===== config.mk =====
export PLATFORM = sky130hd
export DESIGN_NAME = score_display
export DESIGN_NICKNAME = d
export VERILOG_FILES = /design/src/rtl/score_display.sv
export SDC_FILE = /design/constraint.sdc
export NUM_CORES = 1
export LEC_CHECK = 0
export CAP_MARGIN = 20
export CORE_MARGIN = 1.5
export CORE_UTILIZATION = 40
export DETAILED_ROUTE_END_ITERATION = 10
export GPL_TIMING_DRIVEN = 0
export SLEW_MARGIN = 20
export SYNTH_ARGS = -nofsm -noshare
export SYNTH_HDL_FRONTEND = slang
export SYNTH_SLANG_ARGS = --single-unit

===== constraint.sdc =====
create_clock -name clk -period 2.6 [get_ports clk]
set_input_delay 0.39 -clock clk [delete_from_list [all_inputs] [get_ports clk]]
set_output_delay 0.39 -clock clk [all_outputs]
set_load 0.005 [all_outputs]

===== src/rtl/score_display.sv =====
// Score display: double-dabble binary-to-BCD converter feeding a multiplexed
// 8-digit common-anode seven-segment display. Optional blink-on-freeze: SCORE_BLINK_EN.
module score_display #(
   parameter int SCAN_DIV  = 100000,
   parameter int BLINK_DIV = 50000000
) (
   input  logic        clk,
   input  logic        reset,
   input  logic [15:0] score_in,
   input  logic        score_valid,
   input  logic        gameover,
   output logic        busy,
   output logic [19:0] bcd_out,
   output logic [7:0]  an,
   output logic [6:0]  seg,
   output logic        dp
);

   localparam int SCAN_W = (SCAN_DIV > 1) ? $clog2(SCAN_DIV) : 1;
   localparam logic [SCAN_W-1:0] SCAN_LAST = SCAN_W'(SCAN_DIV - 1);

   typedef enum logic [1:0] {IDLE, SHIFT, DONE} state_t;

   state_t            state_q, state_d;
   logic [35:0]       sr_q, sr_d;
   logic [3:0]        cnt_q, cnt_d;
   logic [19:0]       bcd_q, bcd_d;
   logic              pend_q, pend_d;
   logic [15:0]       pend_val_q, pend_val_d;
   logic              frozen_q, frozen_d;
   logic [SCAN_W-1:0] scan_cnt_q, scan_cnt_d;
   logic [2:0]        digit_q, digit_d;
   logic [7:0]        an_q, an_d;
   logic [6:0]        seg_q, seg_d;
   logic              accept;
   logic [35:0]       adj;
   logic              blink_off;

   function automatic logic [6:0] seg_decode(input logic [3:0] n);
      case (n)
         4'd0:    seg_decode = 7'h40;
         4'd1:    seg_decode = 7'h79;
         4'd2:    seg_decode = 7'h24;
         4'd3:    seg_decode = 7'h30;
         4'd4:    seg_decode = 7'h19;
         4'd5:    seg_decode = 7'h12;
         4'd6:    seg_decode = 7'h02;
         4'd7:    seg_decode = 7'h78;
         4'd8:    seg_decode = 7'h00;
         4'd9:    seg_decode = 7'h10;
         default: seg_decode = 7'h7F;
      endcase
   endfunction

   assign accept = score_valid && !frozen_q;

   // Converter: strobe beats the pending slot; strobes while busy overwrite the slot.
   always_comb begin
      state_d    = state_q;
      sr_d       = sr_q;
      cnt_d      = cnt_q;
      bcd_d      = bcd_q;
      pend_d     = pend_q;
      pend_val_d = pend_val_q;
      frozen_d   = frozen_q | gameover;
      adj        = sr_q;
      for (int i = 0; i < 5; i++) begin
         if (adj[16+4*i +: 4] >= 4'd5) adj[16+4*i +: 4] = adj[16+4*i +: 4] + 4'd3;
      end
      case (state_q)
         IDLE: begin
            if (accept) begin
               sr_d    = {20'b0, score_in};
               cnt_d   = 4'd0;
               state_d = SHIFT;
            end else if (pend_q) begin
               sr_d    = {20'b0, pend_val_q};
               cnt_d   = 4'd0;
               pend_d  = 1'b0;
               state_d = SHIFT;
            end
         end
         SHIFT: begin
            sr_d  = {adj[34:0], 1'b0};
            cnt_d = cnt_q + 4'd1;
            if (cnt_q == 4'd15) state_d = DONE;
         end
         DONE: begin
            bcd_d   = sr_q[35:16];
            state_d = IDLE;
         end
         default: state_d = IDLE;
      endcase
      if (state_q != IDLE && accept) begin
         pend_d     = 1'b1;
         pend_val_d = score_in;
      end
   end

`ifdef SCORE_BLINK_EN
   localparam int BLINK_W = (BLINK_DIV > 1) ? $clog2(BLINK_DIV) : 1;
   localparam logic [BLINK_W-1:0] BLINK_LAST = BLINK_W'(BLINK_DIV - 1);

   logic [BLINK_W-1:0] blink_cnt_q, blink_cnt_d;
   logic               blink_off_q, blink_off_d;

   always_comb begin
      blink_cnt_d = '0;
      blink_off_d = 1'b0;
      if (frozen_q) begin
         blink_off_d = blink_off_q;
         if (blink_cnt_q == BLINK_LAST) begin
            blink_cnt_d = '0;
            blink_off_d = !blink_off_q;
         end else begin
            blink_cnt_d = blink_cnt_q + 1'b1;
         end
      end
   end

   always_ff @(posedge clk) begin
      if (reset) begin
         blink_cnt_q <= '0;
         blink_off_q <= 1'b0;
      end else begin
         blink_cnt_q <= blink_cnt_d;
         blink_off_q <= blink_off_d;
      end
   end

   assign blink_off = blink_off_q;
`else
   assign blink_off = 1'b0;
`endif

   // Scan and decode; outputs lag digit_q/bcd_q by one register stage.
   always_comb begin
      logic [4:0] upper_zero;
      scan_cnt_d = scan_cnt_q + 1'b1;
      digit_d    = digit_q;
      if (scan_cnt_q == SCAN_LAST) begin
         scan_cnt_d = '0;
         digit_d    = (digit_q == 3'd4) ? 3'd0 : digit_q + 3'd1;
      end
      upper_zero[4] = (bcd_q[19:16] == 4'd0);
      for (int i = 3; i >= 0; i--) begin
         upper_zero[i] = upper_zero[i+1] && (bcd_q[4*i +: 4] == 4'd0);
      end
      an_d  = ~(8'h01 << digit_q);
      seg_d = seg_decode(bcd_q[{digit_q, 2'b00} +: 4]);
      if ((digit_q != 3'd0 && upper_zero[digit_q]) || blink_off) seg_d = 7'h7F;
   end

   always_ff @(posedge clk) begin
      if (reset) begin
         state_q    <= IDLE;
         sr_q       <= '0;
         cnt_q      <= '0;
         bcd_q      <= '0;
         pend_q     <= 1'b0;
         pend_val_q <= '0;
         frozen_q   <= 1'b0;
         scan_cnt_q <= '0;
         digit_q    <= '0;
         an_q       <= 8'hFE;
         seg_q      <= 7'h40;
      end else begin
         state_q    <= state_d;
         sr_q       <= sr_d;
         cnt_q      <= cnt_d;
         bcd_q      <= bcd_d;
         pend_q     <= pend_d;
         pend_val_q <= pend_val_d;
         frozen_q   <= frozen_d;
         scan_cnt_q <= scan_cnt_d;
         digit_q    <= digit_d;
         an_q       <= an_d;
         seg_q      <= seg_d;
      end
   end

   assign busy    = (state_q != IDLE);
   assign bcd_out = bcd_q;
   assign an      = an_q;
   assign seg     = seg_q;
   assign dp      = 1'b1;

endmodule


-- After elaboration in Yosys (flattened, before gate mapping)
Memories as Yosys holds them, arrays and structs flattened.
Index checks and enable logic that the tools add are counted.
- bitwise logic cells: 2
- div/mod/pow operators: 0
- multipliers: 0
- reduce and logical (&&, ||, !) cells: 23
- equal/unequal tests: 8
- muxes and demuxes: 22
- add/subtract/negate cells: 8
- order comparisons: 6
- shifts and indexed selects: 2
- operators with widths (kind ; number):
    36-bit 2-to-1 mux ; 2
    36-bit case mux with 2 select lines ; 1
    4-bit 2-to-1 mux ; 6
    4-bit by 3-bit greater-or-equal comparator with 1-bit output, second input constant ; 5
    4-bit logical NOT ; 5
    20-bit by 6-bit variable part select with 4-bit output ; 1
    17-bit by 1-bit adder with 17-bit output, second input constant ; 1
    17-bit == test, second input constant ; 1
    4-bit by 2-bit adder with 4-bit output, second input constant ; 4
    8-bit NOT ; 1
    4-bit case mux with 2 select lines ; 1
    1-bit by 3-bit << shifter with 8-bit output, first input constant ; 1
    1-bit logical AND ; 7
    2-bit 2-to-1 mux ; 3
    3-bit 2-to-1 mux ; 2
    6-bit 2-to-1 mux ; 1
    2-bit AND reduction ; 3
    2-bit nonzero test ; 3
    4-bit by 1-bit adder with 4-bit output, second input constant ; 1
    4-bit == test, second input constant ; 1
    3-bit by 4-bit less-than comparator with 1-bit output, second input constant ; 1
    1-bit 2-to-1 mux ; 4
    2-bit case mux with 2 select lines ; 1
    2-bit OR reduction ; 2
    other kinds (13) ; 13
- word-level logic and storage cells: 84
- memories kept: 1
- output and inout bits: 37
- latch bits: 0
- bits in registers: 115
- input bits: 20
- memory bits (read-only): 112
- memory bits (writable): 0
- memories (memory ; words ; bits a word ; rd ports ; clocked after Yosys merged registers in ; wr ports ; RTL line ; source):
    (no name shown) ; 16 ; 7 ; 1 ; 0 ; 0 ; 40 ; case (n)

-- Longest topological paths before layout
Gate-level depths: netlist of the first run.
- depth in word-level cells: 9
- depth in mapped cells: 11
- depth with buffers taken out: 9

-- Least setup slack after synthesis of the first run
No wires, ideal clock.
- path type: input to register
- from: in score_valid
- to: reg pend_val_q[7]
- required time: 2.472 ns
- arrival: 2.000 ns
- stages: 8
- buffers on the path: 4
- library setup time: 0.128 ns
- setup slack: 0.472 ns
- path through: nor2b_1 -> buf_2 -> buf_4 -> ha_1 -> clkbuf_1 -> buf_2 -> mux2i_1 -> nor2_1
- word-level cells in the longest chain between the ends: 2
- RTL lines (item ; RTL line ; source):
    start, declared ; 10 ; input logic score_valid,
    1-bit logical AND ; 55 ; assign accept = score_valid && !frozen_q;
    1-bit logical AND ; 94 ; if (state_q != IDLE && accept) begin
    end signal, assigned ; 173 ; pend_val_q <= pend_val_d;
    end, declared ; 29 ; logic [15:0] pend_val_q, pend_val_d;
Every way passes these cells.
A chain may end at the register's enable or synchronous reset.

-- Final worst setup path of the first run
- from: reg digit_q[0]
- to: reg seg_q[5] (netlist: seg[5])
- word-level cells in the longest chain between the ends: 4
- elaborated cells on any way between the ends: 7
- those cells by class: shift: 1; mux: 3; reduce/logical: 2; memory: 1
- RTL lines (item ; RTL line ; source):
    start, declared ; 32 ; logic [2:0] digit_q, digit_d;
    start signal, assigned ; 176 ; digit_q <= digit_d;
    branches (longest 3 deep; another with memory 16 x 7 bit) ; n/a ;
    6-bit 2-to-1 mux * ; 151 ; if ((digit_q != 3'd0 && upper_zero[digit_q]) || blink_off) seg_d = 7'h7F;
    end signal, assigned ; 178 ; seg_q <= seg_d;
    end, declared ; 34 ; logic [6:0] seg_q, seg_d;
Mark *: on every way between the ends. The select of a mux whose other input is x is not followed.

==> impl_metrics.ini, run 1 <==
[clock_tree]
cts_resized = 0
ctsRootBufferMaster = clkbuf_16
clk-insertion-delay-late_ns = 0.41
ctsHoldBuffers = 0
cts_setup_buffers = 0
cts_tree = yes
htree_levels = 4
clk_pin_slew_ns = 0.05
clock_sinks = 115
clockBufferDepth = 2
cts_buffers = 17

[synth]
synth_seq_cells = 115
avgSynthCellArea_sq_um = 8.68
syn_nets = 668
synth.top_cell.area_share_pct = 42.5
netlist_instances = 624
async_flop_share_pct = 0
synth-seq-area-share_pct = 42.5
syn_area_sq_um = 5410
synthTopCellsByCount = dfxtp_1, nor2_1, nand2_1
yosysTopAreaCell = dfxtp_1
yosysWarnings = 0
synth_most_common_cell = dfxtp_1
synthFlopType = dfxtp_1
synth_cell_types = 55
synth_area_leaders = dfxtp_1, mux2i_1, nor2_1, a21oi_1, ha_1
synth_edf_count = 0

[placement]
place_area_sq_um = 6170
post-place-ws_ns = -0.397
hpwl_um = 8980
numPortBuffers = 54
place_congestion = 0.809

[critical_path]
worstSetupStartpointType = flop
slowest_delay_ns = 0.47
cp.buffers_inverters = 2
cp.arrival_ns = 2.71
crit_path_top_delay_cell = dfxtp_1
cp_max_fo = 10
cp_common_cell = nor4_1
crit_chain = buf_6, inv_1, ha_1, nor4_1, nand2_1, nor4_1, o21ai_1, a311oi_1
cp_top_family = simple AND/OR/NAND/NOR gates
crit_type = reg2reg
critPathCaptureType = flop
required_ns = 2.92

[cells_and_area]
design_area_sq_um = 6710
area_growth_pct = 23.9
drive_above_1_share_pct = 7.77
antenna_cells = 0
fin_nets = 740

[floorplanning]
die_y_um = 119
die_w_um = 119
start_util_pct = 40.9
die-area_sq_um = 14200
rows = 42
core_area_sq_um = 13200
io_pins = 57

[global_route]
grt_first_pass_wirelength_um = 20700
grt_max_degree = 17
busiest_layer = met2
grt.met2_usage_pct = 30.6
use_met3_pct = 4.21
antenna_found_initial = 0
grtUsageMet1_pct = 22.9
grt_pass1_vias = 4271
grt_overflow = 0
grtUsageTotal_pct = 18.4

[routing]
num_vias = 4520
drtIter0Drc = 250
dr.pass1.iters = 5
routedWlPerCell_um = 14.2
wl_um = 12600
vias_per_cell = 5.11
antenna_left = 0
drc = 0

[power]
power.static_leakage_nw = 2.48
powerDensity_nw_per_um2 = 630
power_mw = 4.23
ir_drop_mv = 0.440

[timing]
finalCritPeriodShare_pct = 92.0
period_needed_ns = 2.39
final_hold_viol_count = 0
setup_tns_ns = 0
tightest_slew_ns = 0.619
skew_ns = 0.00740
maxSlewViolCount = 0
setup_viol = 0
fmax_mhz = 418
setup_ws_ns = 0.207
relSlewSlack_pct = 58.7
rsz0062_at_grt = false

[min_path]
hold_path_class = reg2reg

[status]
status = complete, no violations

[job]
cap_violations = 0
==> sequential cells by signal (all words and copies together), names as in the netlist, 2 cells and up <==
name and flops:
cnt_q 4, scan_cnt_q 17, digit_q 3, pend_val_q 16, bcd_out 20, state_q 2, sr_q 36, seg 7
an 8
==> layout make-up <==
class | count | area, sq um
clock buffer | 25 | 475
clock inverter | 6 | 55.1
buffer | 39 | 208
inverter | 17 | 63.8
timing repair buffer | 54 | 541
sequential | 115 | 2300
fill | 1304 | 6540
multi-input combinational | 452 | 2840
tap | 176 | 220
==> kinds of logic (layout without fill, tap and decap cells) <==
family / count (synthesis) / after routing / synth area share, %
adder cells (fa/ha/maj): 24 / 24 / 5.55
AO/OA/AOI/OAI: 125 / 125 / 14.5
flip-flops: 115 / 115 / 42.5
XOR/XNOR: 24 / 24 / 3.88
AND/OR/NAND/NOR: 232 / 232 / 19.2
buffers and inverters: 57 / 141 / 5.08
other: 1 / 1 / 0.0693
multiplexers: 46 / 46 / 9.17
==> power breakdown <==
group	switching [mW]	internal (mW)
Clock	0.762	1.35
Sequential	0.0225	1.80
Combinational	0.175	0.114
==> per-layer routing <==
| layer | share of wire [%] | vias up |
|---|---|---|
| li1 | - | 2290 |
| met1 | 47 | 2139 |
| met2 | 48 | 75 |
| met3 | 3.3 | 16 |
| met4 | 1.7 | 0 |
| met5 | 0 | - |
==> per-stage QoR <==
step / util, % / instances / hold slack [ns]
floorplan: - / 624 / 0.418
global placement: 46.6 / 854 / 0.433
detailed placement: 46.6 / 854 / 0.435
CTS: 50.6 / 885 / 0.447
global route: 50.6 / 884 / 0.484
finish: 50.6 / 884 / 0.442
==> path summary, 6_finish.rpt <==
check	to	slack (ns)	start	cells past startpoint
worst min register to register	scan_cnt_q[0]	0.44	scan_cnt_q[0]	1
worst max-delay path	seg[5]	0.21	digit_q[0]	8
worst min-delay path	scan_cnt_q[0]	0.44	scan_cnt_q[0]	1
worst max register to register	seg[5]	0.21	digit_q[0]	8
==> layout by cell type, fill, tap and decap left out, types with 4 or more instances in the layout <==
cell type	Yosys	routed
a211oi_1	16	16
a21o_1	5	5
a21oi_1	61	60
a22oi_1	8	8
a32oi_1	4	4
and3_1	4	4
buf_2	7	7
buf_4	5	5
clkbuf_1	22	27
clkbuf_16	0	17
clkdlybuf4s50_1	0	54
clkinv_2	0	5
dfxtp_1	115	115
ha_1	24	24
inv_1	17	17
mux2i_1	41	41
nand2_1	64	64
nand2b_1	10	10
nand3_1	13	13
nor2_1	101	101
nor3_1	12	12
nor4_1	7	7
o211ai_1	4	4
o21ai_0	12	12
xnor2_1	16	16
xor2_1	8	8
Note: power is estimated with default switching activity, not from simulation.
==> inputs of run 2 (changes only) <==
--- a/config.mk
+++ b/config.mk
@@ -10,6 +10,7 @@
 export CORE_UTILIZATION = 40
 export DETAILED_ROUTE_END_ITERATION = 10
 export GPL_TIMING_DRIVEN = 0
+export PLACE_DENSITY = 0.68
 export SLEW_MARGIN = 20
 export SYNTH_ARGS = -nofsm -noshare
 export SYNTH_HDL_FRONTEND = slang
==> impl_metrics.ini, run 2 (synthesis gave the netlist of run 1 again) <==
[routing]
vias_per_cell = 5.13
routedWlPerCell_um = 14.1
drtIter0Drc = 341
dr.pass1.iters = 4
wl_um = 12500
num_vias = 4544
antenna_left = 0
drc = 0

[floorplanning]
rows = 42
die_w_um = 119
start_util_pct = 40.9
io_pins = 57
die-area_sq_um = 14200
die_y_um = 119
core_area_sq_um = 13200

[timing]
skew_ns = 0.00766
relSlewSlack_pct = 59.2
period_needed_ns = 2.41
finalCritPeriodShare_pct = 92.6
setup_viol = 0
final_hold_viol_count = 0
setup_ws_ns = 0.194
rsz0062_at_grt = false
fmax_mhz = 416
tightest_slew_ns = 0.612
setup_tns_ns = 0
maxSlewViolCount = 0

[cells_and_area]
regMostFlops = sr_q
largest_register_ff_count = 36
layout_common_cells = dfxtp_1, nor2_1, nand2_1
fin_nets = 740
antenna_cells = 0
drive_above_1_share_pct = 8.46
area_growth_pct = 25.9
layout_commonest_cell = dfxtp_1

[power]
pwr-share-comb_pct = 6.3
powerDensity_nw_per_um2 = 679
power_mw = 4.63
p_seq_share_pct = 39.5
switching_share_pct = 21.3
power.internal_mw = 3.64
p_switching_mw = 0.987
power.static_leakage_nw = 2.53
clkPwrFrac_pct = 54.2
ir_drop_mv = 0.512

[placement]
numPortBuffers = 54
place_congestion = 0.867
post-place-ws_ns = -0.400
hpwl_um = 9040

[critical_path]
cp.arrival_ns = 2.68
critPathCaptureType = flop
required_ns = 2.87
cp_common_cell = buf_2
worstSetupStartpointType = input pin
crit_chain = clkdlybuf4s50_1, nor2b_1, buf_2, buf_4, ha_1, buf_2, mux2i_1, nor2_1
crit-reg2reg-launch = digit_q[1]
rrSetupSlack_ns = 0.22
reg2reg_depth = 11
cp_max_fo = 10
slowest_delay_ns = 0.50
crit_type = in2reg
crit_path_top_delay_cell = ha_1
r2r-end = seg[3]

[clock_tree]
htree_levels = 4
clockBufferDepth = 2
clock_sinks = 115
clk-insertion-delay-late_ns = 0.41
cts_buffers = 17
cts_setup_buffers = 0
ctsHoldBuffers = 0
clk_pin_slew_ns = 0.05
ctsRootBufferMaster = clkbuf_16
cts_resized = 0
cts_tree = yes

[global_route]
grt_overflow = 0
grt_pass1_vias = 4407
grt_first_pass_wirelength_um = 21100
antenna_found_initial = 0
grt_max_degree = 17
grtUsageTotal_pct = 18.4

[status]
status = complete, no violations

[min_path]
hold_end = scan_cnt_q[0]
hold_path_class = reg2reg
min-delay-start = scan_cnt_q[0]
whs_path_depth = 1

[job]
cap_violations = 0
==> run 2: worst max path at each step <==
stage	to	slack (ns)	start
final	pend_val_q[15]	0.19	score_valid
after global routing	pend_val_q[8]	0.01	score_valid
after CTS	pend_val_q[15]	0.02	score_valid
after detailed placement	pend_val_q[15]	-0.40	score_valid
after global placement	pend_val_q[9]	-0.31	score_valid
after floorplan	pend_val_q[7]	0.47	score_valid
==> run 2: stage by stage <==
step | cell area (sq um) | util [%] | hold slack [ns] | instances
2_1_floorplan | 5410 | - | 0.418 | 624
3_3_place_gp | 6170 | 46.6 | 0.433 | 854
3_5_place_dp | 6170 | 46.6 | 0.446 | 854
4_1_cts | 6820 | 51.5 | 0.454 | 886
5_1_grt | 6820 | 51.5 | 0.475 | 885
6_report | 6820 | 51.5 | 0.450 | 885
==> run 2: power groups by stage <==
stage	registers (mW)	logic, mW	clock network (mW)
floorplan	1.86	0.193	0
global placement	1.86	0.281	0
detailed placement	1.86	0.290	0
CTS	1.83	0.292	2.54
global route	1.83	0.319	2.64
finish	1.83	0.292	2.51
==> run 2: metal layers <==
| layer | GRT usage (%) | up-vias | share of wire [%] |
|---|---|---|---|
| met5 | 0 | - | 0 |
| met4 | 6.85 | 0 | 1.5 |
| met3 | 4.50 | 21 | 4.6 |
| met2 | 30.6 | 106 | 48 |
| met1 | 23.0 | 2126 | 46 |
| li1 | - | 2291 | - |
==> run 2: cell type report <==
| type | instances | area (sq um) |
|---|---|---|
| Fill cell | 1230 | 6420 |
| Multi-Input combinational cell | 452 | 2840 |
| Sequential cell | 115 | 2300 |
| Timing Repair Buffer | 54 | 541 |
| Clock buffer | 23 | 498 |
| Tap cell | 176 | 220 |
| Buffer | 39 | 208 |
| Clock inverter | 9 | 149 |
| Inverter | 17 | 63.8 |
==> run 2: critical path: cells and delay by family <==
family	cells	cell delay, ns
adder cells (fa/ha/maj)	1	0.50
AND/OR/NAND/NOR	2	0.17
multiplexers	1	0.23
buffers and inverters	4	1.38
